==> src/rtl/game_pkg.sv <==
// game_pkg: shared types and width helpers for the maze-game flow controller.
//   state_t       - encoding of the game-flow state, also driven on the
//                   'state' output of game_status_fsm.
//   width_for()   - bits needed to hold the values 0..max_value (min 1).
//   index_width() - bits needed to index 'count' items 0..count-1 (min 1).
package game_pkg;

  typedef enum logic [2:0] {
    IDLE       = 3'd0,
    PLAYING    = 3'd1,
    RESPAWN    = 3'd2,
    LEVEL_DONE = 3'd3,
    GAME_OVER  = 3'd4,
    WON        = 3'd5
  } state_t;

  function automatic int unsigned width_for(input int unsigned max_value);
    if (max_value <= 32'd1) begin
      return 32'd1;
    end else begin
      return $clog2(max_value + 32'd1);
    end
  endfunction

  function automatic int unsigned index_width(input int unsigned count);
    if (count <= 32'd2) begin
      return 32'd1;
    end else begin
      return $clog2(count);
    end
  endfunction

endpackage

==> src/rtl/game_status_fsm_rise_edge.sv <==
// rise_edge: registered rising-edge detector for a level-sensitive button.
//   clk   in  system clock
//   reset in  synchronous, active-high
//   din   in  level-sensitive button input
//   rise  out one-cycle pulse, registered, one clock after din goes high
// Holding din high produces exactly one pulse.
module rise_edge (
  input  logic clk,
  input  logic reset,
  input  logic din,
  output logic rise
);

  logic din_q_r;
  logic rise_r;

  // Delay the input by one clock and register the rising-edge decode.
  always_ff @(posedge clk) begin
    if (reset) begin
      din_q_r <= 1'b0;
      rise_r  <= 1'b0;
    end else begin
      din_q_r <= din;
      rise_r  <= din & ~din_q_r;
    end
  end

  assign rise = rise_r;

endmodule

==> src/rtl/game_status_fsm.sv <==
// game_status_fsm: game-flow controller for the maze game.
// Tracks lives, level and a per-level countdown and arbitrates start,
// hazard, goal and timeout events (priority in that order).
//   clk, reset    in  clock, synchronous active-high reset
//   start_button  in  level-sensitive start/restart (edge-detected inside)
//   hazard        in  per-channel collision flags
//   hazard_en     in  per-channel enable mask
//   goalblk       in  player on goal block
//   tick          in  single-cycle countdown strobe
//   state         out current state (game_pkg::state_t)
//   lives         out lives remaining
//   level         out current level, 0-based
//   time_left     out countdown value
//   gamestart     out one-cycle pulse on game (re)start
//   level_start   out one-cycle pulse whenever PLAYING is entered
//   freeze        out high whenever state is not PLAYING
//   gameover      out high in GAME_OVER and WON
//   complete      out high in WON only
// All outputs are registered.
module game_status_fsm
  import game_pkg::*;
#(
  parameter int NUM_LIVES    = 3,
  parameter int NUM_LEVELS   = 4,
  parameter int NUM_HAZARDS  = 4,
  parameter int TIME_LIMIT   = 60,
  parameter int PAUSE_CYCLES = 8,
  localparam int LIVES_W = width_for(NUM_LIVES),
  localparam int LEVEL_W = index_width(NUM_LEVELS),
  localparam int TIME_W  = width_for(TIME_LIMIT)
) (
  input  logic                   clk,
  input  logic                   reset,
  input  logic                   start_button,
  input  logic [NUM_HAZARDS-1:0] hazard,
  input  logic [NUM_HAZARDS-1:0] hazard_en,
  input  logic                   goalblk,
  input  logic                   tick,
  output logic [2:0]             state,
  output logic [LIVES_W-1:0]     lives,
  output logic [LEVEL_W-1:0]     level,
  output logic [TIME_W-1:0]      time_left,
  output logic                   gamestart,
  output logic                   level_start,
  output logic                   freeze,
  output logic                   gameover,
  output logic                   complete
);

  localparam int PAUSE_W = index_width(PAUSE_CYCLES);

  localparam logic [LIVES_W-1:0] LIVES_INIT = LIVES_W'(NUM_LIVES);
  localparam logic [LIVES_W-1:0] LIVES_ONE  = LIVES_W'(1);
  localparam logic [LIVES_W-1:0] LIVES_ZERO = LIVES_W'(0);
  localparam logic [LEVEL_W-1:0] LEVEL_ZERO = LEVEL_W'(0);
  localparam logic [LEVEL_W-1:0] LEVEL_ONE  = LEVEL_W'(1);
  localparam logic [LEVEL_W-1:0] LEVEL_LAST = LEVEL_W'(NUM_LEVELS - 1);
  localparam logic [TIME_W-1:0]  TIME_INIT  = TIME_W'(TIME_LIMIT);
  localparam logic [TIME_W-1:0]  TIME_ONE   = TIME_W'(1);
  localparam logic [TIME_W-1:0]  TIME_ZERO  = TIME_W'(0);
  localparam logic [PAUSE_W-1:0] PAUSE_ZERO = PAUSE_W'(0);
  localparam logic [PAUSE_W-1:0] PAUSE_ONE  = PAUSE_W'(1);
  localparam logic [PAUSE_W-1:0] PAUSE_LAST = PAUSE_W'(PAUSE_CYCLES - 1);

  state_t             state_r, state_s;
  logic [LIVES_W-1:0] lives_r, lives_s;
  logic [LEVEL_W-1:0] level_r, level_s;
  logic [TIME_W-1:0]  time_r, time_s;
  logic [PAUSE_W-1:0] pause_r, pause_s;
  logic               gamestart_r, gamestart_s;
  logic               level_start_r, level_start_s;
  logic               freeze_r, gameover_r, complete_r;
  logic               start_rise_s;
  logic               hazard_hit_s;
  logic               timeout_s;

  rise_edge u_start_edge (
    .clk   (clk),
    .reset (reset),
    .din   (start_button),
    .rise  (start_rise_s)
  );

  assign hazard_hit_s = |(hazard & hazard_en);
  assign timeout_s    = tick && (time_r == TIME_ONE);

  // Next-state and counter decode; pause states and absorbing states ignore play inputs.
  always_comb begin
    state_s       = state_r;
    lives_s       = lives_r;
    level_s       = level_r;
    time_s        = time_r;
    pause_s       = pause_r;
    gamestart_s   = 1'b0;
    level_start_s = 1'b0;

    if (start_rise_s) begin
      state_s       = PLAYING;
      lives_s       = LIVES_INIT;
      level_s       = LEVEL_ZERO;
      time_s        = TIME_INIT;
      pause_s       = PAUSE_ZERO;
      gamestart_s   = 1'b1;
      level_start_s = 1'b1;
    end else begin
      case (state_r)
        PLAYING: begin
          // The countdown follows every tick in PLAYING, even when another
          // event wins the cycle, so a goal on the last tick still shows 0.
          if (tick && (time_r != TIME_ZERO)) begin
            time_s = time_r - TIME_ONE;
          end else begin
            time_s = time_r;
          end

          if (hazard_hit_s || (!goalblk && timeout_s)) begin
            pause_s = PAUSE_ZERO;
            if (lives_r <= LIVES_ONE) begin
              lives_s = LIVES_ZERO;
              state_s = GAME_OVER;
            end else begin
              lives_s = lives_r - LIVES_ONE;
              state_s = RESPAWN;
            end
          end else if (goalblk) begin
            pause_s = PAUSE_ZERO;
            if (level_r >= LEVEL_LAST) begin
              state_s = WON;
            end else begin
              level_s = level_r + LEVEL_ONE;
              state_s = LEVEL_DONE;
            end
          end else begin
            state_s = PLAYING;
          end
        end

        RESPAWN, LEVEL_DONE: begin
          if (pause_r >= PAUSE_LAST) begin
            state_s       = PLAYING;
            time_s        = TIME_INIT;
            pause_s       = PAUSE_ZERO;
            level_start_s = 1'b1;
          end else begin
            pause_s = pause_r + PAUSE_ONE;
          end
        end

        IDLE, GAME_OVER, WON: begin
          state_s = state_r;
        end

        default: begin
          state_s = IDLE;
        end
      endcase
    end
  end

  // State, counters and decoded status flags, all registered together.
  always_ff @(posedge clk) begin
    if (reset) begin
      state_r       <= IDLE;
      lives_r       <= LIVES_INIT;
      level_r       <= LEVEL_ZERO;
      time_r        <= TIME_INIT;
      pause_r       <= PAUSE_ZERO;
      gamestart_r   <= 1'b0;
      level_start_r <= 1'b0;
      freeze_r      <= 1'b1;
      gameover_r    <= 1'b0;
      complete_r    <= 1'b0;
    end else begin
      state_r       <= state_s;
      lives_r       <= lives_s;
      level_r       <= level_s;
      time_r        <= time_s;
      pause_r       <= pause_s;
      gamestart_r   <= gamestart_s;
      level_start_r <= level_start_s;
      freeze_r      <= (state_s != PLAYING);
      gameover_r    <= (state_s == GAME_OVER) || (state_s == WON);
      complete_r    <= (state_s == WON);
    end
  end

  assign state       = state_r;
  assign lives       = lives_r;
  assign level       = level_r;
  assign time_left   = time_r;
  assign gamestart   = gamestart_r;
  assign level_start = level_start_r;
  assign freeze      = freeze_r;
  assign gameover    = gameover_r;
  assign complete    = complete_r;

endmodule

==> config.mk <==
export PLATFORM = sky130hd
export DESIGN_NAME = game_status_fsm
export DESIGN_NICKNAME = d
export VERILOG_FILES = /design/src/rtl/game_pkg.sv /design/src/rtl/game_status_fsm_rise_edge.sv /design/src/rtl/game_status_fsm.sv
export SDC_FILE = /design/constraint.sdc
export NUM_CORES = 1
export LEC_CHECK = 0
export ABC_AREA = 0
export ABC_CLOCK_PERIOD_IN_PS = 5300
export BUFFER_PORTS_ARGS = -buffer_cell sky130_fd_sc_hd__buf_2
export CAP_MARGIN = 5
export CORE_MARGIN = 10
export CORE_UTILIZATION = 50
export CTS_BUF_LIST = sky130_fd_sc_hd__clkbuf_16
export DETAILED_ROUTE_END_ITERATION = 10
export PLACE_DENSITY = 0.84
export SLEW_MARGIN = 40
export SYNTH_ARGS = -nofsm -noshare
export SYNTH_HDL_FRONTEND = slang
export SYNTH_SLANG_ARGS = --single-unit
export TNS_END_PERCENT = 1
==> constraint.sdc <==
create_clock -name clk -period 5.3 [get_ports clk]
set_clock_uncertainty 0.05 [all_clocks]
set_input_delay 0 -clock clk [delete_from_list [all_inputs] [get_ports clk]]
set_output_delay 0 -clock clk [all_outputs]
set_load 0.005 [all_outputs]
==> metrics.md, run 1 <==
| Metric | Value |
|---|---|
| Final setup fails | `0` |
| CP Data Required Time | `5410 ps` |
| Leakage power | `0.571 nW` |
| Bufs on Longest Clock Path | `2` |
| Mapped cell area | `0.00111 mm²` |
| CTS buffer count | `3` |
| # IOs | `31` |
| Sink of the worst hold path | `level[0]` |
| DRC | `0` |
| Most common cell on crit path | `ha_1` |
| ANT cells | `0` |
| Worst path slowest cell | `nor2b_1` |
| Crit share post-route | `0.393` |
| Register area share after synthesis | `0.415` |
| Die H | `67.1 µm` |
| Max Slew Vio Count | `0` |
| Post-synth EDFFs | `0` |
| First-pass GRT wire length | `4.51 mm` |
| Layout Nets | `168` |
| Reg2Reg Depth | `6` |
| Util after Layout | `0.673` |
| Layout area overhead | `23.8%` |
| Sw Share | `0.212` |
| Post-CTS Setup Repair Bufs | `0` |
| Largest family of logic cells by synthesized area | `simple AND/OR/NAND/NOR gates` |
| Fmax | `480 MHz` |
| Final HPWL DP | `2.02 mm` |
| Syn_area_per_cell | `9.65 µm²` |
| Clock Sinks | `23` |
| Routed Antenna Nets | `0` |
| Vias post-DR | `972` |
| Adder-cell share of the synthesized area | `0.0676` |
| Post-synth top area cell | `dfxtp_1` |
| FP Rows | `16` |
| Worst reg-to-reg setup slack | `3220 ps` |
| Ys Warns | `0` |
| Rel. slew slack | `0.552` |
| VDD IR-drop max | `0.198 mV` |
| Post-synth top cells | `23 x dfxtp_1, 11 x nor2_1, 7 x nand2_1` |
| Crit Path Class | `flip-flop to flip-flop` |
| Top-count cell post-synth | `dfxtp_1` |
| Ys flop type | `dfxtp_1` |
| Reg power frac | `0.487` |
| Wire length per cell | `15.6 µm` |
| Die W | `67.1 µm` |
| Clk_lat worst skew | `260 ps` |
| PostCTS Resize Cnt | `0` |
| Most area-consuming cells after synthesis | `dfxtp_1 41%, ha_1 6.8%, nor2_1 3.7%, xor2_1 3.2%, nor2b_1 2.8%` |
| Power per cell area | `268 mW/mm²` |
| Comb power frac | `0.079` |
| Compound-Gate Fraction of Synth Area | `0.204` |
| Status | `completed` |
| Final Hold Viols | `0` |
| Slew @ Worst Pin | `671 ps` |
| Hold depth | `5` |
| Number of distinct library cells after synthesis | `38` |
| Antenna violations before repair | `0` |
| CP Cell Sequence | `ha_1, ha_1, a31o_2, nor2b_1, nor2_2, a2111oi_2` |
| Vias per Instance | `5.55` |
| Worst hold slack | `245 ps` |
| Crit path largest cell delay | `560 ps` |
| Pre-antenna DRT Iters | `4` |
| Die Footprint | `0.00450 mm²` |
| RR Endpoint | `time_left[1]` |
| RSZ-0062 raised after global routing | `false` |
| Gr ovfl total | `0` |
| Core Box Area | `0.00204 mm²` |
| P_int | `0.290 mW` |
| Fraction of layout cells with a size suffix above 1 | `0.297` |
| Yosys reg bits | `23` |
| NetSw | `0.0778 mW` |
| Startpoint types | `flip-flop` |
| CP Capture Type | `flip-flop` |
| Simple-gate share of the synthesized area | `0.220` |
| Worst hold start | `goalblk` |
| Synthesized net count | `134` |
| Synth Area in XOR/XNOR | `0.0474` |
| Post-synthesis mux area share | `0.00902` |
| Setup TNS | `0 ps` |
| Root buffer cell | `clkbuf_16` |
| Routability cong. | `0.840` |
| Async SR Flop Fraction | `0` |
| Largest net degree at the start of global routing | `13` |
| Initial Util | `0.544` |
| Hold WC Path Type | `primary input to flip-flop` |
| Max Cap Violations | `0` |
| Port Buffers | `30` |
| H-tree Lvls | `1` |
| CTS tree | `done` |
| Crit path DAT | `2190 ps` |
| Share of Yosys cell area claimed by the top area cell type | `0.415` |
| Gate Count Post-Synth | `115` |
| Max FO, Critical Path | `9` |
| GRT Overall Usage | `0.126` |
| Number of global-route vias before repair | `991` |
| First DRT Iteration DRCs | `19` |
| Clock Pin Slew Worst Setup and Hold Paths | `60 ps` |
| Hold buffers post-CTS | `2` |
| Reg2reg start | `pause_r[1]` |
| Final WL | `2.73 mm` |
| Min cycle time layout | `2080 ps` |
| Clk pwr share | `0.434` |
[state kept, by name, summed over array words and instances, names as in the netlist]
signal	flops
u_start_edge.rise	1
level_start	1
gameover	1
lives	2
level	2
freeze	1
complete	1
state	3
time_left	6
gamestart	1
u_start_edge.din_q_r	1
pause_r	3
[power groups by stage]
stage | Clock [mW] | Combinational [mW] | Sequential, mW
global placement | 0 | 0.0266 | 0.183
finish | 0.160 | 0.0290 | 0.179
floorplan | 0 | 0.0173 | 0.183
CTS | 0.162 | 0.0293 | 0.179
global route | 0.165 | 0.0321 | 0.180
detailed placement | 0 | 0.0277 | 0.183
[placed cells by master, fill, tap and decap left out, drive strengths merged, types with 3 or more instances in the layout]
master | Yosys | final
a21oi | 6 | 6
a22oi | 4 | 4
buf | 2 | 30
clkbuf | 1 | 3
dfxtp | 23 | 23
ha | 6 | 6
inv | 6 | 7
nand2 | 7 | 7
nor2 | 12 | 12
nor2b | 5 | 5
nor3 | 3 | 3
o21ai | 6 | 6
xor2 | 4 | 4
[per-layer routing]
metal / track usage / up-vias / routed length, µm
met5: 0 / - / 0
met4: 0.0692 / 0 / 44
met3: 0.0351 / 5 / 217
met2: 0.205 / 39 / 1330
met1: 0.147 / 451 / 1140
li1: - / 477 / -
[cell families (layout without fill, tap and decap cells)]
kind of cell,count (synthesis),count (layout)
AOI/OAI and AO/OA,30,30
xor gates and xnor gates,6,6
adders and majority gates,6,6
buffers and inverters,9,42
DFF,23,23
muxes,1,1
and+or+nand+nor,40,40
[final cells by class]
cell class	instances	area, µm²
well taps	27	33.8
inverters	6	22.5
clock inverters	1	3.75
fillers	171	668
repair buffers	32	170
clock buffers	3	75.1
multi-input cells	83	608
flip-flops and latches	23	460
[worst max-delay path by stage]
| stage | from | to | slack [ps] | cells after the start |
|---|---|---|---|---|
| 6_report | pause_r[1] | time_left[1] | 3220 | 6 |
| 5_1_grt | pause_r[0] | time_left[5] | 3020 | 7 |
| 4_1_cts | pause_r[1] | time_left[1] | 3220 | 6 |
| 3_5_place_dp | pause_r[1] | time_left[1] | 3270 | 6 |
| 3_3_place_gp | state[2] | complete | 3370 | 4 |
| 2_1_floorplan | pause_r[0] | time_left[1] | 3390 | 8 |
[stage by stage]
stage | cells | worst slack [ps] | total power, mW | cell area [µm²]
2_1_floorplan | 115 | 3390 | 0.200 | 1110
3_3_place_gp | 169 | 3370 | 0.209 | 1270
3_5_place_dp | 169 | 3270 | 0.211 | 1270
4_1_cts | 175 | 3220 | 0.370 | 1370
5_1_grt | 175 | 3020 | 0.377 | 1370
6_report | 175 | 3220 | 0.368 | 1370
[worst max-delay path, delay by kind of cell, from the launching register on]
| kind | cells | cell delay (ps) |
|---|---|---|
| AOI/OAI and AO/OA | 2 | 510 |
| adders and majority gates | 2 | 340 |
| DFF | 1 | 380 |
| and+or+nand+nor | 2 | 710 |
No activity file was read; power rests on OpenSTA's default activity.
==> inputs of run 2 (changes only) <==
- ABC_AREA: 0 -> 1
- ABC_CLOCK_PERIOD_IN_PS: 5300 -> 2140
- clock period: 5.3 -> 2.14 ns (I/O delays scaled with it)
==> run 2 against run 1 <==
Net effect: cell count is 23% higher; register-to-register slack worse by 2700 ps; clock-buffer cell count stayed put; worst setup slack worse by 2700 ps; hold slack worse by 47 ps; utilization is 1.2 points higher; highest routed layer unchanged.
==> metrics.md, run 2 <==
| Metric | Value |
|---|---|
| Die W | `67.1 µm (about the same)` |
| Hold depth | `6 (+1)` |
| Reg power frac | `0.479 (-0.008)` |
| Fin worst setup slack | `495 ps (-2720 ps)` |
| CTS buffer count | `3 (unchanged)` |
| Crit share post-route | `0.769 (+0.376)` |
| Min cycle time layout | `1640 ps (-438 ps)` |
| Number of global-route vias before repair | `1107 (+12%)` |
| Post-synth top area cell | `dfxtp_1` |
| Largest net degree at the start of global routing | `14 (+1)` |
| Max FO, Critical Path | `11 (+2)` |
| Vias per Instance | `5.09 (-8.4%)` |
| Die H | `67.1 µm (about the same)` |
| Startpoint types | `flip-flop` |
| Setup TNS | `0 ps (unchanged)` |
| Worst hold slack | `198 ps (-47.1 ps)` |
| Max Cap Violations | `0 (unchanged)` |
| Top-count cell post-synth | `nand2_1` |
| CP Data Required Time | `2260 ps (-3150 ps)` |
| Async SR Flop Fraction | `0 (unchanged)` |
| Rel. slew slack | `0.722 (+0.171)` |
| Sw Share | `0.222 (+0.0109)` |
| Synthesized net count | `170 (+27%)` |
| Yosys reg bits | `23 (unchanged)` |
| FP Rows | `16 (unchanged)` |
| Gate Count Post-Synth | `151 (+31%)` |
| Bufs on Longest Clock Path | `2 (unchanged)` |
| Slew @ Worst Pin | `416 ps (-255 ps)` |
| Reg2reg start | `state[2]` |
| Die Footprint | `0.00450 mm² (-0.15%)` |
| Clk pwr share | `0.423 (-0.011)` |
| Core Box Area | `0.00204 mm² (unchanged)` |
| Final setup fails | `0 (unchanged)` |
| Layout area overhead | `26.2%` |
| Fraction of layout cells with a size suffix above 1 | `0.229 (-0.0686)` |
| Status | `completed` |
| Post-place instance area | `0.00129 mm² (+0.98%)` |
| First-pass GRT wire length | `4.59 mm (+1.8%)` |
| Max Slew Vio Count | `0 (unchanged)` |
| Most area-consuming cells after synthesis | `dfxtp_1 42%, nand2_1 11%, nand3_1 7.2%, inv_1 7.1%, ha_1 6.8%` |
| Worst reg-to-reg setup slack | `500 ps (-2720 ps)` |
| Clock Pin Slew Worst Setup and Hold Paths | `60 ps (about the same)` |
| Ys Warns | `0 (unchanged)` |
| First DRT Iteration DRCs | `28 (+9)` |
| RR Endpoint | `time_left[5]` |
| Vias post-DR | `1094 (+13%)` |
| Crit Path Class | `flip-flop to flip-flop` |
| Sink of the worst hold path | `pause_r[0]` |
| Power per cell area | `670 mW/mm² (+150%)` |
| Gr ovfl total | `0 (unchanged)` |
| Initial Util | `0.542 (-0.00123)` |
| Crit path DAT | `1770 ps (-420 ps)` |
| Post-synth top cells | `33 x nand2_1, 23 x dfxtp_1, 21 x inv_1` |
| Reg2Reg Depth | `5 (-1)` |
| CP Capture Type | `flip-flop` |
| Commonest non-fill, non-tap cell in the layout | `nand2_1` |
| # IOs | `31 (unchanged)` |
| Comb power frac | `0.097 (+0.018)` |
| Root buffer cell | `clkbuf_16` |
| Syn_area_per_cell | `7.33 µm² (-24%)` |
| ANT cells | `0 (unchanged)` |
| Leakage power | `0.693 nW (+21%)` |
| H-tree Lvls | `1 (unchanged)` |
| Mapped cell area | `0.00111 mm² (-0.23%)` |
| Fmax | `608 MHz (+27%)` |
| RSZ-0062 raised after global routing | `false` |
| GRT Overall Usage | `0.130 (+0.00384)` |
| Layout Nets | `208 (+24%)` |
| Pre-antenna DRT Iters | `4 (unchanged)` |
| Fill count | `178 (+4.1%)` |
| P_int | `0.728 mW (+150%)` |
| Max reg flops | `6 (unchanged)` |
| Clk_lat worst skew | `250 ps (about the same)` |
| Ys flop type | `dfxtp_1` |
| Register area share after synthesis | `0.416 (+0.000938)` |
| Number of distinct library cells after synthesis | `21 (-45%)` |
| Final HPWL DP | `2.22 mm (+9.6%)` |
| Post-CTS Setup Repair Bufs | `0 (unchanged)` |
| DRC | `0 (unchanged)` |
| Post-synth EDFFs | `0 (unchanged)` |
| Antenna violations before repair | `0 (unchanged)` |
| Hold WC Path Type | `primary input to flip-flop` |
| Port Buffers | `30 (unchanged)` |
| Pre-CTS WS | `536 ps (-2730 ps)` |
| Share of Yosys cell area claimed by the top area cell type | `0.416 (+0.000938)` |
| NetSw | `0.208 mW (+170%)` |
| Final Power | `0.936 mW (+150%)` |
| Final WL | `2.92 mm (+7.0%)` |
| Clock Sinks | `23 (unchanged)` |
| CTS tree | `done` |
| Routability cong. | `0.884 (+5.2%)` |
| Wire length per cell | `13.6 µm (-13%)` |
| VDD IR-drop max | `0.559 mV (+180%)` |
| Fin area | `0.00140 mm² (+1.7%)` |
| Most frequent cells in the layout | `33 x nand2_1, 30 x buf_2, 23 x dfxtp_1, 21 x inv_1` |
| Final Hold Viols | `0 (unchanged)` |
| Worst hold start | `goalblk` |
| Routed Antenna Nets | `0 (unchanged)` |
run 2: area by class of cell:
cell class | instances | area [µm²] | area share
Multi-Input combinational cell | 104 | 549 | 0.393
Clock buffer | 3 | 75.1 | 0.0537
Clock inverter | 1 | 5.00 | 0.00358
Tap cell | 27 | 33.8 | 0.0242
Timing Repair Buffer | 34 | 188 | 0.134
Sequential cell | 23 | 460 | 0.329
Inverter | 23 | 86.3 | 0.0618
run 2: power groups by stage:
stage               logic, mW  registers, mW  clock network, mW
floorplan              0.0491          0.458                  0
global placement       0.0827          0.457                  0
detailed placement     0.0864          0.458                  0
CTS                    0.0914          0.449              0.401
global route            0.102          0.450              0.417
finish                 0.0911          0.449              0.396
run 2: worst max path at each step:
stage | from | to | cells past startpoint | slack [ps]
2_1_floorplan | pause_r[0] | time_left[1] | 11 | 690
3_3_place_gp | state[2] | time_left[3] | 6 | 620
3_5_place_dp | pause_r[0] | time_left[5] | 10 | 540
4_1_cts | pause_r[0] | time_left[5] | 10 | 510
5_1_grt | pause_r[0] | time_left[1] | 11 | 360
6_report | state[2] | time_left[5] | 5 | 500
run 2: logic make-up (layout without fill, tap and decap cells):
kind of cell               Yosys count  count (layout)  synth area share
and+or+nand+nor                     79              79             0.328
xor gates and xnor gates             2               2            0.0158
buffers and inverters               24              61            0.0881
DFF                                 23              23             0.416
AOI/OAI and AO/OA                   17              17            0.0847
adders and majority gates            6               6            0.0678
run 2: routing by layer:
metal,GRT usage,wire (µm),vias to the layer above
li1,-,-,557
met1,0.125,1130,496
met2,0.236,1510,34
met3,0.0468,224,7
met4,0.0692,50,0
met5,0,0,-
run 2: metrics by stage:
step / util / cells
after floorplan: - / 151
final: 0.684 / 215
after detailed placement: 0.631 / 208
after global placement: 0.631 / 208
after global routing: 0.684 / 215
after CTS: 0.684 / 215
run 2: critical path, cell delays in order, from the launching register on:
cell	delay [ps]
dfxtp_1	380
nor3_4	370
nand2_2	80
o21ai_2	380
o21ai_0	180
o211ai_1	120
run 2: repair_timing:
item | 4_1_cts | 5_1_grt
hold buffers | 3 | 0
gates resized for setup | 0 | 0
endpoints found under the hold margin | 5 | 0
==> inputs of run 3 (changes only) <==
- ABC_CLOCK_PERIOD_IN_PS: 2140 -> 1600
- clock period: 2.14 -> 1.6 ns (I/O delays scaled with it)
==> run 3 against run 2 <==
Net effect: hold slack lost 16 ps; register-to-register slack got worse by 490 ps; total power increased by 37%; fmax up 2.9%; utilization increased by 5.8 points; first-iteration DRC count grew 89%; sequential cell count unchanged; highest routed layer unchanged.
==> metrics.md, run 3 (synthesized netlist as in run 2, its figures left out) <==
| Metric | Value |
|---|---|
| Status | `completed` |
| CTS tree | `done` |
| Layout area overhead | `36.9%` |
| Worst hold slack | `181 ps (-16.4 ps)` |
| Min cycle time layout | `1600 ps (-46.8 ps)` |
| Vias post-DR | `1179 (+7.8%)` |
| Startpoint types | `flip-flop` |
| Clock Sinks | `23 (unchanged)` |
| Pre-CTS WS | `16.4 ps (-519 ps)` |
| Clk_lat worst skew | `260 ps (about the same)` |
| RSZ-0062 raised after global routing | `true` |
| First-pass GRT wire length | `4.84 mm (+5.6%)` |
| Fraction of layout cells with a size suffix above 1 | `0.342 (+0.113)` |
| Pre-antenna DRT Iters | `4 (unchanged)` |
| ANT cells | `0 (unchanged)` |
| FP Rows | `16 (unchanged)` |
| Setup crit start | `pause_r[0]` |
| Core Box Area | `0.00204 mm² (unchanged)` |
| CP Capture Type | `flip-flop` |
| Max FO, Critical Path | `6 (-5)` |
| DRC | `0 (unchanged)` |
| Fin worst setup slack | `1.84 ps (-493 ps)` |
| # IOs | `31 (unchanged)` |
| Final WL | `3.16 mm (+8.4%)` |
| Wire length per cell | `14.2 µm (+4.5%)` |
| Die H | `67.1 µm (unchanged)` |
| VDD IR-drop max | `0.730 mV (+31%)` |
| Port Buffers | `30 (unchanged)` |
| Util after Layout | `0.743 (+0.0582)` |
| Clock Pin Slew Worst Setup and Hold Paths | `60 ps (about the same)` |
| Die Footprint | `0.00450 mm² (unchanged)` |
| Setup TNS | `0 ps (unchanged)` |
| Die W | `67.1 µm (unchanged)` |
| Worst hold start | `tick` |
| Power per cell area | `847 mW/mm² (+26%)` |
| Max Slew Vio Count | `0 (unchanged)` |
| Most common cell on crit path | `inv_2` |
| Final Hold Viols | `0 (unchanged)` |
| First DRT Iteration DRCs | `53 (+89%)` |
| Max Cap Violations | `0 (unchanged)` |
| Routed Antenna Nets | `0 (unchanged)` |
| Fmax | `626 MHz (+2.9%)` |
| Crit path largest cell delay | `350 ps (-30 ps)` |
| Rel. slew slack | `0.768 (+0.0460)` |
| H-tree Lvls | `1 (unchanged)` |
| Max reg flops | `6 (unchanged)` |
| CP Data Required Time | `1680 ps (-580 ps)` |
| Layout Nets | `216 (+3.8%)` |
| Antenna violations before repair | `0 (unchanged)` |
| Reg2reg start | `pause_r[0]` |
| Bufs on Longest Clock Path | `2 (unchanged)` |
| Routability cong. | `0.860 (-2.7%)` |
| Crit share post-route | `0.999 (+0.230)` |
| CP bufs+invs | `4 (+4)` |
| Crit Path Class | `flip-flop to flip-flop` |
| Final setup fails | `0 (unchanged)` |
| Leakage power | `0.735 nW (+6.0%)` |
| Final HPWL DP | `2.18 mm (-1.9%)` |
| CP Cell Sequence | `ha_2, ha_4, inv_2, nand2_2, inv_2, nor2_4, inv_2, o21ai_4, buf_4, nand2_1, o211ai_1` |
| CTS buffer count | `3 (unchanged)` |
| Hold WC Path Type | `primary input to flip-flop` |
| Largest net degree at the start of global routing | `14 (unchanged)` |
| Crit path DAT | `1680 ps (-90 ps)` |
| Gr ovfl total | `0 (unchanged)` |
| Initial Util | `0.542 (unchanged)` |
| Number of global-route vias before repair | `1111 (+0.36%)` |
| Most frequent cells in the layout | `30 x nand2_1, 30 x buf_2, 19 x dfxtp_1, 17 x inv_1, 16 x nand3_1` |
| Slew @ Worst Pin | `346 ps (-70.2 ps)` |
| Root buffer cell | `clkbuf_16` |
| GRT Overall Usage | `0.136 (+0.00623)` |
| Worst path slowest cell | `dfxtp_4` |
| Top delay family on crit path | `buffers and inverters` |
| Vias per Instance | `5.29 (+3.9%)` |
[run 3: stage by stage]
stage | std cells | power [mW] | cell area (µm²)
after global placement | 210 | 0.725 | 1300
after CTS | 218 | 1.27 | 1420
final | 223 | 1.28 | 1520
after floorplan | 151 | 0.678 | 1110
after global routing | 223 | 1.33 | 1520
after detailed placement | 210 | 0.731 | 1300
[run 3: worst paths after layout]
kind	to	slack [ps]	cells past startpoint
worst min-delay path	time_left[2]	180	6
worst min register to register	u_start_edge.rise	360	1
worst max-delay path	time_left[4]	2	11
worst max register to register	time_left[4]	2	11
[run 3: area by class of cell]
class	instances	area [µm²]
Sequential cell	23	470
Fill cell	152	526
Tap cell	27	33.8
Multi-Input combinational cell	104	594
Timing Repair Buffer	42	251
Inverter	23	86.3
Clock inverter	1	5.00
Clock buffer	3	75.1
[run 3: per-layer routing]
layer	wire, µm	part of all wire	up-vias	track usage
li1	-	-	579	-
met1	1210	0.38	537	0.146
met2	1530	0.48	47	0.238
met3	284	0.090	16	0.0418
met4	139	0.044	0	0.0641
met5	0	0	-	0
[run 3: tightest hold or removal path, cell delays in order]
cell     delay, ps
buf_2          120
nand2_2         80
o21ai_4         80
nand2_1         70
nand2_1         50
nand3_1         60
[run 3: where the power goes]
part	switching, mW	internal, mW
Clock	0.210	0.336
Combinational	0.0793	0.0600
Sequential	0.0118	0.587
[run 3: what timing repair did]
item,4_1_cts,5_1_grt
endpoints found under the setup margin,1,17
pin swaps,1,3
resized for setup,1,25
endpoints found under the hold margin,5,0
hold buffers,3,0
buffers inserted,1,5
